[config.mk]
export PLATFORM = sky130hd
export DESIGN_NAME = timer_ctrl_flat
export DESIGN_NICKNAME = d
export VERILOG_FILES = /design/src/rtl/timer_pkg.sv /design/src/rtl/timer_ctrl_if.sv /design/src/rtl/timer_prescaler.sv /design/src/rtl/timer_ctrl.sv /design/src/flat_wrapper.sv
export SDC_FILE = /design/constraint.sdc
export NUM_CORES = 1
export LEC_CHECK = 0
export CELL_PAD_IN_SITES_DETAIL_PLACEMENT = 0
export CELL_PAD_IN_SITES_GLOBAL_PLACEMENT = 1
export CORE_ASPECT_RATIO = 2
export CORE_MARGIN = 5
export CORE_UTILIZATION = 28
export DETAILED_ROUTE_END_ITERATION = 8
export HOLD_SLACK_MARGIN = 0.12
export MAX_ROUTING_LAYER = met4
export PLACE_DENSITY_LB_ADDON = 0.1
export SYNTH_ARGS = -nofsm -noshare
export SYNTH_HDL_FRONTEND = slang
export SYNTH_SLANG_ARGS = --single-unit
[constraint.sdc]
create_clock -name clk -period 5.6 [get_ports clk]
set_clock_uncertainty 0.05 [all_clocks]
set_input_delay 1.12 -clock clk [delete_from_list [all_inputs] [get_ports clk]]
set_output_delay 1.12 -clock clk [all_outputs]
set_load 0.1 [all_outputs]
[src/rtl/timer_pkg.sv]
// Shared command codes and FSM state type for the timer controller.
// Included by the interface, prescaler and top-level files.
package timer_pkg;

   localparam logic [2:0] TIM_ENABLE  = 3'b000;
   localparam logic [2:0] TIM_PSC_I   = 3'b001;
   localparam logic [2:0] TIM_ARR_I   = 3'b010;
   localparam logic [2:0] TIM_PSC_REG = 3'b100;
   localparam logic [2:0] TIM_ARR_REG = 3'b101;
   localparam logic [2:0] TIM_DISABLE = 3'b111;

   typedef enum logic [1:0] {
      STOPPED,
      LOAD,
      RUN
   } tim_state_t;

endpackage

[src/rtl/timer_ctrl_if.sv]
// Timer command channel: valid/ready handshake carrying funct3 and operand.
// Master drives the command; slave returns cmd_ready.
interface timer_ctrl_if;

   logic        cmd_valid;
   logic [2:0]  cmd_op;
   logic [31:0] cmd_data;
   logic        cmd_ready;

   modport master (
      output cmd_valid,
      output cmd_op,
      output cmd_data,
      input  cmd_ready
   );

   modport slave (
      input  cmd_valid,
      input  cmd_op,
      input  cmd_data,
      output cmd_ready
   );

endinterface

[src/rtl/timer_prescaler.sv]
// Prescaler: counts 0..psc_active while run is high, tick on the terminal count.
// Zero latency on tick (combinational from psc_cnt); clear has priority over run.
module timer_prescaler #(
   parameter int PSC_WIDTH = 16
) (
   input  logic                 clk,
   input  logic                 reset_n,
   input  logic                 run,
   input  logic                 clear,
   input  logic [PSC_WIDTH-1:0] psc_active,
   output logic                 tick
);

   logic [PSC_WIDTH-1:0] psc_cnt;
   logic                 at_top;

   assign at_top = (psc_cnt == psc_active);
   assign tick   = run && at_top;

   always_ff @(posedge clk) begin
      if (!reset_n) begin
         psc_cnt <= '0;
      end else if (clear) begin
         psc_cnt <= '0;
      end else if (run) begin
         psc_cnt <= at_top ? '0 : psc_cnt + 1'b1;
      end
   end

endmodule

[src/rtl/timer_ctrl.sv]
// Up-counting timer with preloaded PSC/ARR, update pulse and sticky irq on wrap.
// Commands accepted in one cycle except during the single LOAD cycle (cmd_ready low).
module timer_ctrl
   import timer_pkg::*;
#(
   parameter int WIDTH     = 32,
   parameter int PSC_WIDTH = 16
) (
   input  logic             clk,
   input  logic             reset_n,
   timer_ctrl_if.slave      bus,
   input  logic             irq_clr,
   output logic [WIDTH-1:0] cnt,
   output logic             running,
   output logic             update_evt,
   output logic             irq_flag
);

   tim_state_t           state;
   tim_state_t           state_nxt;
   logic                 cmd_fire;
   logic                 load;
   logic                 tick;
   logic                 wrap;
   logic [PSC_WIDTH-1:0] psc_shadow;
   logic [PSC_WIDTH-1:0] psc_active;
   logic [WIDTH-1:0]     arr_shadow;
   logic [WIDTH-1:0]     arr_active;

   assign bus.cmd_ready = (state != LOAD);
   assign cmd_fire      = bus.cmd_valid && bus.cmd_ready;
   assign wrap          = tick && (cnt == arr_active);

   always_ff @(posedge clk) begin
      if (!reset_n) begin
         state <= STOPPED;
      end else begin
         state <= state_nxt;
      end
   end

   always_comb begin
      state_nxt = state;
      running   = 1'b0;
      load      = 1'b0;
      case (state)
         STOPPED: begin
            if (cmd_fire && bus.cmd_op == TIM_ENABLE) begin
               state_nxt = LOAD;
            end
         end
         LOAD: begin
            load      = 1'b1;
            state_nxt = RUN;
         end
         RUN: begin
            running = 1'b1;
            if (cmd_fire && bus.cmd_op == TIM_DISABLE) begin
               state_nxt = STOPPED;
            end
         end
         default: state_nxt = STOPPED;
      endcase
   end

   timer_prescaler #(
      .PSC_WIDTH (PSC_WIDTH)
   ) u_prescaler (
      .clk        (clk),
      .reset_n    (reset_n),
      .run        (running),
      .clear      (load),
      .psc_active (psc_active),
      .tick       (tick)
   );

   // Shadow registers take writes in any state; they only reach the counter at LOAD or wrap.
   always_ff @(posedge clk) begin
      if (!reset_n) begin
         psc_shadow <= '0;
         arr_shadow <= '1;
      end else if (cmd_fire) begin
         case (bus.cmd_op)
            TIM_PSC_I, TIM_PSC_REG: psc_shadow <= bus.cmd_data[PSC_WIDTH-1:0];
            TIM_ARR_I, TIM_ARR_REG: arr_shadow <= bus.cmd_data[WIDTH-1:0];
            default: ;
         endcase
      end
   end

   always_ff @(posedge clk) begin
      if (!reset_n) begin
         cnt        <= '0;
         psc_active <= '0;
         arr_active <= '1;
         update_evt <= 1'b0;
         irq_flag   <= 1'b0;
      end else begin
         update_evt <= wrap;
         if (wrap) begin
            irq_flag <= 1'b1;
         end else if (irq_clr) begin
            irq_flag <= 1'b0;
         end

         if (load || wrap) begin
            psc_active <= psc_shadow;
            arr_active <= arr_shadow;
            cnt        <= '0;
         end else if (tick) begin
            cnt <= cnt + 1'b1;
         end
      end
   end

endmodule

[src/flat_wrapper.sv]
// flat-port wrapper written by rule: the top's interface ports become plain ports
module timer_ctrl_flat import timer_pkg::*;
#(
   parameter int WIDTH     = 32,
   parameter int PSC_WIDTH = 16
)
  (clk, reset_n, irq_clr, cnt, running, update_evt, irq_flag, bus_cmd_valid, bus_cmd_op, bus_cmd_data, bus_cmd_ready);
  timer_ctrl_if bus_i ();
  input  logic clk;
  input  logic reset_n;
  input  logic irq_clr;
  output logic [WIDTH-1:0] cnt;
  output logic running;
  output logic update_evt;
  output logic irq_flag;
  input wire logic [$bits(bus_i.cmd_valid)-1:0] bus_cmd_valid;
  input wire logic [$bits(bus_i.cmd_op)-1:0] bus_cmd_op;
  input wire logic [$bits(bus_i.cmd_data)-1:0] bus_cmd_data;
  output wire logic [$bits(bus_i.cmd_ready)-1:0] bus_cmd_ready;
  assign bus_i.cmd_valid = bus_cmd_valid;
  assign bus_i.cmd_op = bus_cmd_op;
  assign bus_i.cmd_data = bus_cmd_data;
  assign bus_cmd_ready = bus_i.cmd_ready;
  timer_ctrl #(.WIDTH(WIDTH), .PSC_WIDTH(PSC_WIDTH)) u_core (.clk(clk), .reset_n(reset_n), .bus(bus_i), .irq_clr(irq_clr), .cnt(cnt), .running(running), .update_evt(update_evt), .irq_flag(irq_flag));
endmodule
==> results of run 1 <==
-- sequential cells by signal, summed over array words and instances (netlist names) --
| register | count |
|---|---|
| u_core.arr_active | 32 |
| u_core.arr_shadow | 32 |
| u_core.cnt | 32 |
| u_core.psc_active | 16 |
| u_core.psc_shadow | 16 |
| u_core.u_prescaler.psc_cnt | 16 |
| u_core.state | 2 |
| u_core.irq_flag | 1 |
| u_core.update_evt | 1 |
-- through the flow --
stage | instances | total power [W] | hold slack (ns) | worst slack [ns] | instance area [um2]
6_report | 1189 | 0.00241 | 0.385 | 2.18 | 8450
3_5_place_dp | 1159 | 0.00125 | 0.373 | 2.24 | 7850
2_1_floorplan | 814 | 0.00119 | 0.351 | 2.70 | 6930
4_1_cts | 1189 | 0.00246 | 0.387 | 2.14 | 8450
3_3_place_gp | 1159 | 0.00125 | 0.366 | 2.29 | 7850
5_1_grt | 1189 | 0.00251 | 0.426 | 2.08 | 8450
-- cell families (layout without fill, tap and decap cells) --
kind of cell | count (synthesis) | in the layout | share of synthesized area (%)
compound gates | 170 | 170 | 16.4
xor+xnor | 64 | 64 | 8.09
fa+ha+maj | 2 | 2 | 0.361
buf+inv | 108 | 151 | 6.68
flops | 148 | 148 | 42.8
mux | 33 | 33 | 4.77
simple gates | 289 | 289 | 20.9
-- worst max path at each step --
stage | from | to | slack [ns] | depth (start not counted)
2_1_floorplan | u_core.cnt[14]$_SDFFE_PP0P_ | u_core.cnt[31]$_SDFFE_PP0P_ | 2.70 | 6
3_3_place_gp | bus_cmd_op[2] | u_core.psc_shadow[9]$_SDFFE_PN0P_ | 2.29 | 5
3_5_place_dp | reset_n | u_core.u_prescaler.psc_cnt[12]$_SDFFE_PP0P_ | 2.24 | 4
4_1_cts | u_core.state[1]$_SDFFE_PN0P_ | running | 2.14 | 3
5_1_grt | u_core.state[1]$_SDFFE_PN0P_ | running | 2.08 | 3
6_report | u_core.state[1]$_SDFFE_PN0P_ | running | 2.18 | 3
-- cells in the final DEF (no fill, tap or decap), types with 17 or more instances in the layout --
master	netlist	final
sky130_fd_sc_hd__nor2_1	49	49
sky130_fd_sc_hd__nor3_1	18	18
sky130_fd_sc_hd__nand4_1	28	28
sky130_fd_sc_hd__clkbuf_16	0	17
sky130_fd_sc_hd__o211ai_1	96	96
sky130_fd_sc_hd__inv_1	40	40
sky130_fd_sc_hd__dfxtp_1	148	148
sky130_fd_sc_hd__clkdlybuf4s50_1	0	73
sky130_fd_sc_hd__nand2_1	111	110
sky130_fd_sc_hd__a21oi_1	36	35
sky130_fd_sc_hd__nand3_1	25	25
sky130_fd_sc_hd__xnor2_1	40	40
sky130_fd_sc_hd__xor2_1	24	24
sky130_fd_sc_hd__o21ai_0	20	20
sky130_fd_sc_hd__mux2i_1	33	33
-- per-layer routing --
metal	global-route usage, %	part of all wire [%]
met5	-	0
met4	7.89	3.8
met3	2.94	3.1
met2	30.2	55
met1	17.2	38
-- layout make-up --
class	count	area, um2
Timing Repair Buffer	81	788
Multi-Input combinational cell	558	3530
Clock buffer	21	480
Fill cell	2565	16000
Inverter	40	150
Sequential cell	148	2960
Tap cell	332	415
Clock inverter	9	128
-- power breakdown --
| part | switching, W | internal (W) | total [W] | leakage, nW |
|---|---|---|---|---|
| sequential | 0.0000102 | 0.00108 | 0.00109 | 1.20 |
| combinational | 0.0000811 | 0.0000552 | 0.000136 | 1.62 |
| clock | 0.000449 | 0.000740 | 0.00119 | 0.293 |
-- critical path, stage by stage (launching register included) --
cell and delay (ns):
sky130_fd_sc_hd__dfxtp_1 0.34, sky130_fd_sc_hd__nor2b_1 0.13, sky130_fd_sc_hd__buf_4 0.19, sky130_fd_sc_hd__clkdlybuf4s50_1 1.15
-- cells in the mapped netlist (all sizes together) (2+ instances only) --
cell	n	area [um2]
a21boi	3	22.5
a21oi	36	180
a2bb2oi	4	35.0
a31oi	3	18.8
and2	3	18.8
and3	7	43.8
and4	5	50.1
and4b	2	20.0
buf	15	101
clkbuf	52	203
dfxtp	148	2960
ha	2	25.0
inv	40	150
mux2i	33	330
nand2	111	417
nand2b	3	21.3
nand3	25	125
nand4	29	196
nand4b	3	26.3
nor2	49	184
nor2b	2	12.5
nor3	18	90.1
nor4	10	75.1
o211ai	96	721
o21a	2	15.0
o21ai	20	100
o31ai	2	15.0
or2	3	18.8
or3	3	20.0
or3b	2	17.5
or4	10	78.8
xnor2	40	350
xor2	24	210
==> qor.json, run 1 <==
{
  "power.leakage_nw": 3.11,
  "cellPowerDensity_mw_per_mm2": 285,
  "drive_above_1_share_pct": 6.42,
  "cts_max_path_buffers": 2,
  "coreArea_mm2": 0.0244,
  "hold_buffers_post_cts": 0,
  "synth-edff-count": 0,
  "first_global_vias": 6053,
  "die_area_mm2": 0.0282,
  "final_nets": 887,
  "ys_ff_latch": 148,
  "clock-sinks": 148,
  "timing.final.setup_violations": 0,
  "worstSetupPathType": "reg -> out",
  "r2r_setup_slack_ns": 2.43,
  "synth-async-reset-ratio_pct": 0,
  "vdd_ir_drop_max_uv": 163,
  "min_delay_worst_endpoint": "u_core.state[0]$_SDFFE_PN0P_",
  "timing.max_cap.violations": 0,
  "synthToLayoutAreaGrowth_pct": 22.0,
  "critical_path_required_ns": 4.43,
  "hold_path.startpoint": "u_core.state[1]$_SDFFE_PN0P_",
  "global_routing_usage_summed_across_all_routing_layers_pct": 16.6,
  "post-cts-setup-buffers": 0,
  "outcome": "completed",
  "grt_antenna_before_repair": 0,
  "cts-root-buf": "sky130_fd_sc_hd__clkbuf_16",
  "avgViaCountPerCell": 4.94,
  "startpoint_type": "flop",
  "final-max-slew-violation-count": 0,
  "die_h_um": 232,
  "initial_utilization_pct": 28.4,
  "std_cell_rows": 81,
  "post_synth_num_cell_types": 56,
  "hpwlAfterDp_mm": 16.1,
  "syn-instance-count": 814,
  "antenna_violating_nets_post_route": 0,
  "worst_pin_slew_ns": 1.09,
  "avgRoutedWirePerCell_um": 18.5,
  "gp_congestion": 0.796,
  "synth_nets": 855,
  "clock_buffer_count_from_cts": 17,
  "synth-main-ff-cell": "sky130_fd_sc_hd__dfxtp_1",
  "origin_of_the_critical_flop_to_flop_path": "u_core.cnt[9]$_SDFFE_PP0P_",
  "num_vias": 5872,
  "numPortBuffers": 74,
  "crit-reg2reg-capture": "u_core.psc_active[3]$_SDFFE_PN0P_",
  "synth_seq_area_share_pct": 42.8,
  "global_route_wire_length_before_repair_mm": 34.6,
  "io-pin-count": 75,
  "syn_avg_cell_area_um2": 8.51,
  "antenna-diode-count": 0,
  "max_freq_ghz": 0.293,
  "routed_wirelength_mm": 22.1,
  "yosys_warnings": 0,
  "finalHoldViolCount": 0,
  "floorplan.die.width_um": 121,
  "final_min_period_over_clock_period_pct": 61.0,
  "critical_path_peak_fanout": 10,
  "rr_worst_depth": 7,
  "remaining_drc_errors": 0,
  "hold_depth": 1,
  "ctsHtreeMaxLevel": 4,
  "grt_overflow_total": 0,
  "timing.slew.headroom_pct": 27.6,
  "clk-insertion-delay-late_ns": 0.44,
  "synthesis.area_mm2": 0.00693,
  "maximum_number_of_pins_on_one_net_before_global_route_repair": 78,
  "detailed_router_iteration_count_before_antenna_repair": 5,
  "arrival_worst_endpoint_ns": 2.25,
  "min-delay-path-class": "reg -> reg",
  "resized_after_cts": 0,
  "critPathCaptureType": "output port",
  "grt_setup_unrepaired": "no",
  "cts_tree": "done",
  "dr.first_iter.drc_count": 395,
  "layout_min_cycle_time_ns": 3.42,
  "utilization_pct": 34.6,
  "final.setup.tns_ns": 0,
  "clk_transition_reported_paths_ns": 0.06
}
(Power assumes the default switching activity.)
==> run 2: changes to the inputs <==
Clock period 5.6 ns to 3.1 ns, I/O delays scaled along.
==> qor.json, run 2 (synthesis results as in run 1) <==
{
  "outcome": "completed",
  "timing.max_cap.violations": 0,
  "cts_tree": "done",
  "io-pin-count": 75,
  "dr.first_iter.drc_count": 337,
  "most_common_cell_after_layout_fill_and_taps_aside": "sky130_fd_sc_hd__dfxtp_1",
  "grt_overflow_total": 0,
  "avgViaCountPerCell": 4.90,
  "antenna-diode-count": 0,
  "std_cell_rows": 81,
  "setup_ws_ns": 0.542,
  "clk-insertion-delay-late_ns": 0.44,
  "global_routing_usage_summed_across_all_routing_layers_pct": 16.5,
  "clk_transition_reported_paths_ns": 0.06,
  "final_nets": 905,
  "resized_after_cts": 0,
  "hpwlAfterDp_mm": 16.5,
  "timing.final.setup_violations": 0,
  "timing.slew.headroom_pct": 61.0,
  "worst_pin_slew_ns": 0.584,
  "num_vias": 5924,
  "critical_path_peak_fanout": 10,
  "maximum_number_of_pins_on_one_net_before_global_route_repair": 65,
  "clock-sinks": 148,
  "floorplan.die.width_um": 121,
  "gp_congestion": 0.849,
  "post-cts-setup-buffers": 0,
  "first_global_vias": 5941,
  "remaining_drc_errors": 0,
  "utilization_pct": 34.8,
  "postPlaceCellArea_mm2": 0.00793,
  "avgRoutedWirePerCell_um": 18.3,
  "die_h_um": 232,
  "final.setup.tns_ns": 0,
  "critical_path_required_ns": 3.35,
  "hold_buffers_post_cts": 0,
  "post-layout-total-power_w": 0.00420,
  "clock_buffer_count_from_cts": 17,
  "global_route_wire_length_before_repair_mm": 34.2,
  "power.leakage_nw": 3.25,
  "cellPowerDensity_mw_per_mm2": 494,
  "stdcell_area_mm2": 0.00849,
  "drive_above_1_share_pct": 12.5,
  "vdd_ir_drop_max_uv": 299,
  "most_frequent_cells_in_the_layout": "148 x sky130_fd_sc_hd__dfxtp_1, 110 x sky130_fd_sc_hd__nand2_1, 96 x sky130_fd_sc_hd__o211ai_1, 58 x sky130_fd_sc_hd__buf_4, 49 x sky130_fd_sc_hd__nor2_1",
  "grt_setup_unrepaired": "no",
  "layout_min_cycle_time_ns": 2.56,
  "critPathCaptureType": "flop",
  "max_freq_ghz": 0.391,
  "final_min_period_over_clock_period_pct": 82.5,
  "die_area_mm2": 0.0282,
  "place_worst_setup_slack_ns": 0.553,
  "min-delay-path-class": "reg -> reg",
  "worstSetupPathType": "reg -> reg",
  "startpoint_type": "flop",
  "detailed_router_iteration_count_before_antenna_repair": 4,
  "cts_max_path_buffers": 2,
  "final-max-slew-violation-count": 0,
  "ctsHtreeMaxLevel": 4,
  "grt_antenna_before_repair": 0,
  "finalHoldViolCount": 0,
  "biggestRegsByFlops": "u_core.arr_active (32), u_core.arr_shadow (32), u_core.cnt (32)",
  "antenna_violating_nets_post_route": 0,
  "numPortBuffers": 74,
  "initial_utilization_pct": 28.4,
  "routed_wirelength_mm": 22.1,
  "synthToLayoutAreaGrowth_pct": 22.5,
  "coreArea_mm2": 0.0244,
  "cts-root-buf": "sky130_fd_sc_hd__clkbuf_16",
  "r2r_setup_slack_ns": 0.54,
  "arrival_worst_endpoint_ns": 2.81
}
run 2: changes by cell type in the layout (fill, tap and decap cells not counted), sizes merged:
cell           delta
inv               +1
bufinv            -2
buf              +54
clkinv            +3
clkinvlp          +3
clkbuf            -3
clkdlybuf4s50    -36
run 2: worst paths after layout:
path                                start                           end  cells past startpoint
max            u_core.cnt[6]$_SDFFE_PP0P_   u_core.cnt[29]$_SDFFE_PP0P_                      7
min          u_core.state[1]$_SDFFE_PN0P_  u_core.state[0]$_SDFFE_PN0P_                      1
max reg2reg    u_core.cnt[6]$_SDFFE_PP0P_   u_core.cnt[29]$_SDFFE_PP0P_                      7
min reg2reg  u_core.state[1]$_SDFFE_PN0P_  u_core.state[0]$_SDFFE_PN0P_                      1
run 2: area by class of cell:
class                   count  area, um2
flip-flops and latches    148       2960
inverters                  40        150
multi-input cells         558       3530
repair buffers             99        871
well taps                 332        415
clock buffers              18        429
fillers                  2579      15900
clock inverters            14        133
run 2: metal layers:
metal	track usage, %	vias up	part of all wire [%]
met4	8.17	0	3.8
met2	29.8	119	55
met1	16.9	2801	38
met3	3.14	35	3.2
met5	-	-	0
li1	-	2969	-
run 2: critical path, cell delays in order, from the launching register on:
cell and delay [ns]:
sky130_fd_sc_hd__dfxtp_1 0.38, sky130_fd_sc_hd__xnor2_1 0.45, sky130_fd_sc_hd__nand4_1 0.17, sky130_fd_sc_hd__nor4_2 0.52, sky130_fd_sc_hd__and2_0 0.35, sky130_fd_sc_hd__buf_4 0.24, sky130_fd_sc_hd__a2bb2oi_1 0.18, sky130_fd_sc_hd__a21oi_1 0.08
run 2: through the flow:
stage                     instances  hold WS (ns)
final                          1209         0.395
after global placement         1177         0.377
after detailed placement       1177         0.386
after global routing           1209         0.421
after CTS                      1209         0.400
after floorplan                 814         0.351
run 2: where the power goes:
part / internal, W / switching (W) / leakage (nW) / total (W)
logic: 0.000107 / 0.000149 / 1.79 / 0.000256
clock network: 0.00111 / 0.000871 / 0.255 / 0.00198
registers: 0.00194 / 0.0000165 / 1.20 / 0.00196
==> run 3: changes to the inputs <==
Clock period 3.1 ns to 2.1 ns, I/O delays scaled along.
==> qor.json, run 3 (synthesis results as in run 1) <==
{
  "outcome": "finished with violations",
  "violations": "negative setup slack",
  "biggestRegsByFlops": "u_core.arr_active (32), u_core.arr_shadow (32), u_core.cnt (32)",
  "std_cell_rows": 81,
  "grt_setup_unrepaired": "yes",
  "floorplan.die.width_um": 121,
  "num_vias": 6257,
  "stdcell_area_mm2": 0.00979,
  "initial_utilization_pct": 28.4,
  "drive_above_1_share_pct": 28.6,
  "numPortBuffers": 74,
  "timing.slew.headroom_pct": 47.5,
  "critical_path_required_ns": 2.41,
  "clock-sinks": 148,
  "coreArea_mm2": 0.0244,
  "cts-root-buf": "sky130_fd_sc_hd__clkbuf_16",
  "cts_max_path_buffers": 2,
  "maximum_number_of_pins_on_one_net_before_global_route_repair": 76,
  "critical_path_peak_fanout": 8,
  "ctsHtreeMaxLevel": 4,
  "most_common_cell_after_layout_fill_and_taps_aside": "sky130_fd_sc_hd__buf_4",
  "dr.first_iter.drc_count": 360,
  "global_route_wire_length_before_repair_mm": 36.2,
  "avgViaCountPerCell": 4.85,
  "clk-insertion-delay-late_ns": 0.43,
  "die_area_mm2": 0.0282,
  "worst_pin_slew_ns": 0.788,
  "vdd_ir_drop_max_uv": 442,
  "most_frequent_cells_in_the_layout": "120 x sky130_fd_sc_hd__buf_4, 109 x sky130_fd_sc_hd__dfxtp_1, 107 x sky130_fd_sc_hd__nand2_1, 96 x sky130_fd_sc_hd__o211ai_1, 47 x sky130_fd_sc_hd__nor2_1",
  "dp.cells": 1247,
  "global_routing_usage_summed_across_all_routing_layers_pct": 17.4,
  "first_global_vias": 6403,
  "postPlaceCellArea_mm2": 0.00871,
  "timing.max_cap.violations": 0,
  "worstSetupPathType": "reg -> reg",
  "setup_ws_ns": -0.0156,
  "power.leakage_nw": 3.97,
  "final_nets": 987,
  "stdcell_count": 1291,
  "remaining_drc_errors": 0,
  "routed_wirelength_mm": 24.3,
  "critPathCaptureType": "flop",
  "antenna_violating_nets_post_route": 0,
  "synthToLayoutAreaGrowth_pct": 41.2,
  "grt_antenna_before_repair": 0,
  "die_h_um": 232,
  "arrival_worst_endpoint_ns": 2.42,
  "finalHoldViolCount": 0,
  "clock_buffer_count_from_cts": 17,
  "startpoint_type": "flop",
  "min-delay-path-class": "in -> reg",
  "max_freq_ghz": 0.473,
  "detailed_router_iteration_count_before_antenna_repair": 4,
  "cts_tree": "done",
  "cellPowerDensity_mw_per_mm2": 661,
  "gp_congestion": 0.855,
  "final-max-slew-violation-count": 0,
  "layout_min_cycle_time_ns": 2.12,
  "timing.final.setup_violations": 3,
  "avgRoutedWirePerCell_um": 18.8,
  "post-layout-total-power_w": 0.00647,
  "hpwlAfterDp_mm": 17.8,
  "final.fill_count": 2449,
  "hold_slack_ns": 0.370,
  "grt_overflow_total": 0,
  "io-pin-count": 75,
  "final_min_period_over_clock_period_pct": 101,
  "clk_transition_reported_paths_ns": 0.06,
  "antenna-diode-count": 0
}
## run 3: cell types whose count changed in the layout (fill, tap and decap cells not counted), sizes merged
cell | previous run | this run
clkbuf | 18 | 25
clkinvlp | 6 | 1
buf | 62 | 139
inv | 41 | 43
clkinv | 6 | 5
bufinv | 1 | 3
## run 3: cell type report
class	instances	area, um2	share of cell area [%]
clock inverter	12	151	1.55
inverter	40	150	1.53
sequential	148	3090	31.6
timing repair buffer	181	1720	17.6
multi-input combinational	558	3800	38.9
clock buffer	20	457	4.67
tap	332	415	4.24
## run 3: where the power goes
| group | internal, W | leakage [nW] | switching [W] |
|---|---|---|---|
| Clock | 0.00193 | 0.301 | 0.00124 |
| Combinational | 0.000195 | 2.44 | 0.000236 |
| Sequential | 0.00283 | 1.23 | 0.0000269 |
| Total | 0.00496 | 3.97 | 0.00151 |
## run 3: what timing repair did
item	4_1_cts	5_1_grt
pin swaps	11	24
resized for setup	17	50
hold buffers	0	0
endpoints found under the setup margin	76	94
setup buffers	3	5
cloned	0	6
## run 3: critical path, stage by stage, from the launching register on
cell and delay (ns):
sky130_fd_sc_hd__dfxtp_2 0.34, sky130_fd_sc_hd__xor2_2 0.19, sky130_fd_sc_hd__nor4_1 0.28, sky130_fd_sc_hd__and4b_2 0.32, sky130_fd_sc_hd__nand2_2 0.07, sky130_fd_sc_hd__buf_6 0.15
sky130_fd_sc_hd__or4_4 0.51, sky130_fd_sc_hd__a21oi_2 0.14
## run 3: path summary, 6_finish.rpt
path / start / endpoint / slack, ns / depth (start not counted)
worst max register to register: u_core.u_prescaler.psc_cnt[1]$_SDFFE_PP0P_ / u_core.cnt[22]$_SDFFE_PP0P_ / -0.02 / 7
worst min register to register: u_core.state[1]$_SDFFE_PN0P_ / u_core.state[0]$_SDFFE_PN0P_ / 0.38 / 1
worst max-delay path: u_core.u_prescaler.psc_cnt[1]$_SDFFE_PP0P_ / u_core.cnt[22]$_SDFFE_PP0P_ / -0.02 / 7
worst min-delay path: reset_n / u_core.state[0]$_SDFFE_PN0P_ / 0.37 / 4
## run 3: per-layer routing
metal | track usage, % | share of wire, %
met5 | - | 0
met4 | 9.82 | 5.5
met3 | 3.16 | 2.7
met2 | 31.4 | 55
met1 | 17.3 | 37
## run 3: stage by stage
step	setup WS [ns]	util, %	setup TNS (ns)
6_report	-0.0156	40.1	-0.0208
5_1_grt	-0.116	40.1	-5.31
4_1_cts	-0.0128	38.5	-0.0297
3_5_place_dp	-0.163	35.7	-5.51
3_3_place_gp	-0.149	35.7	-3.41
2_1_floorplan	-0.114	-	-2.56
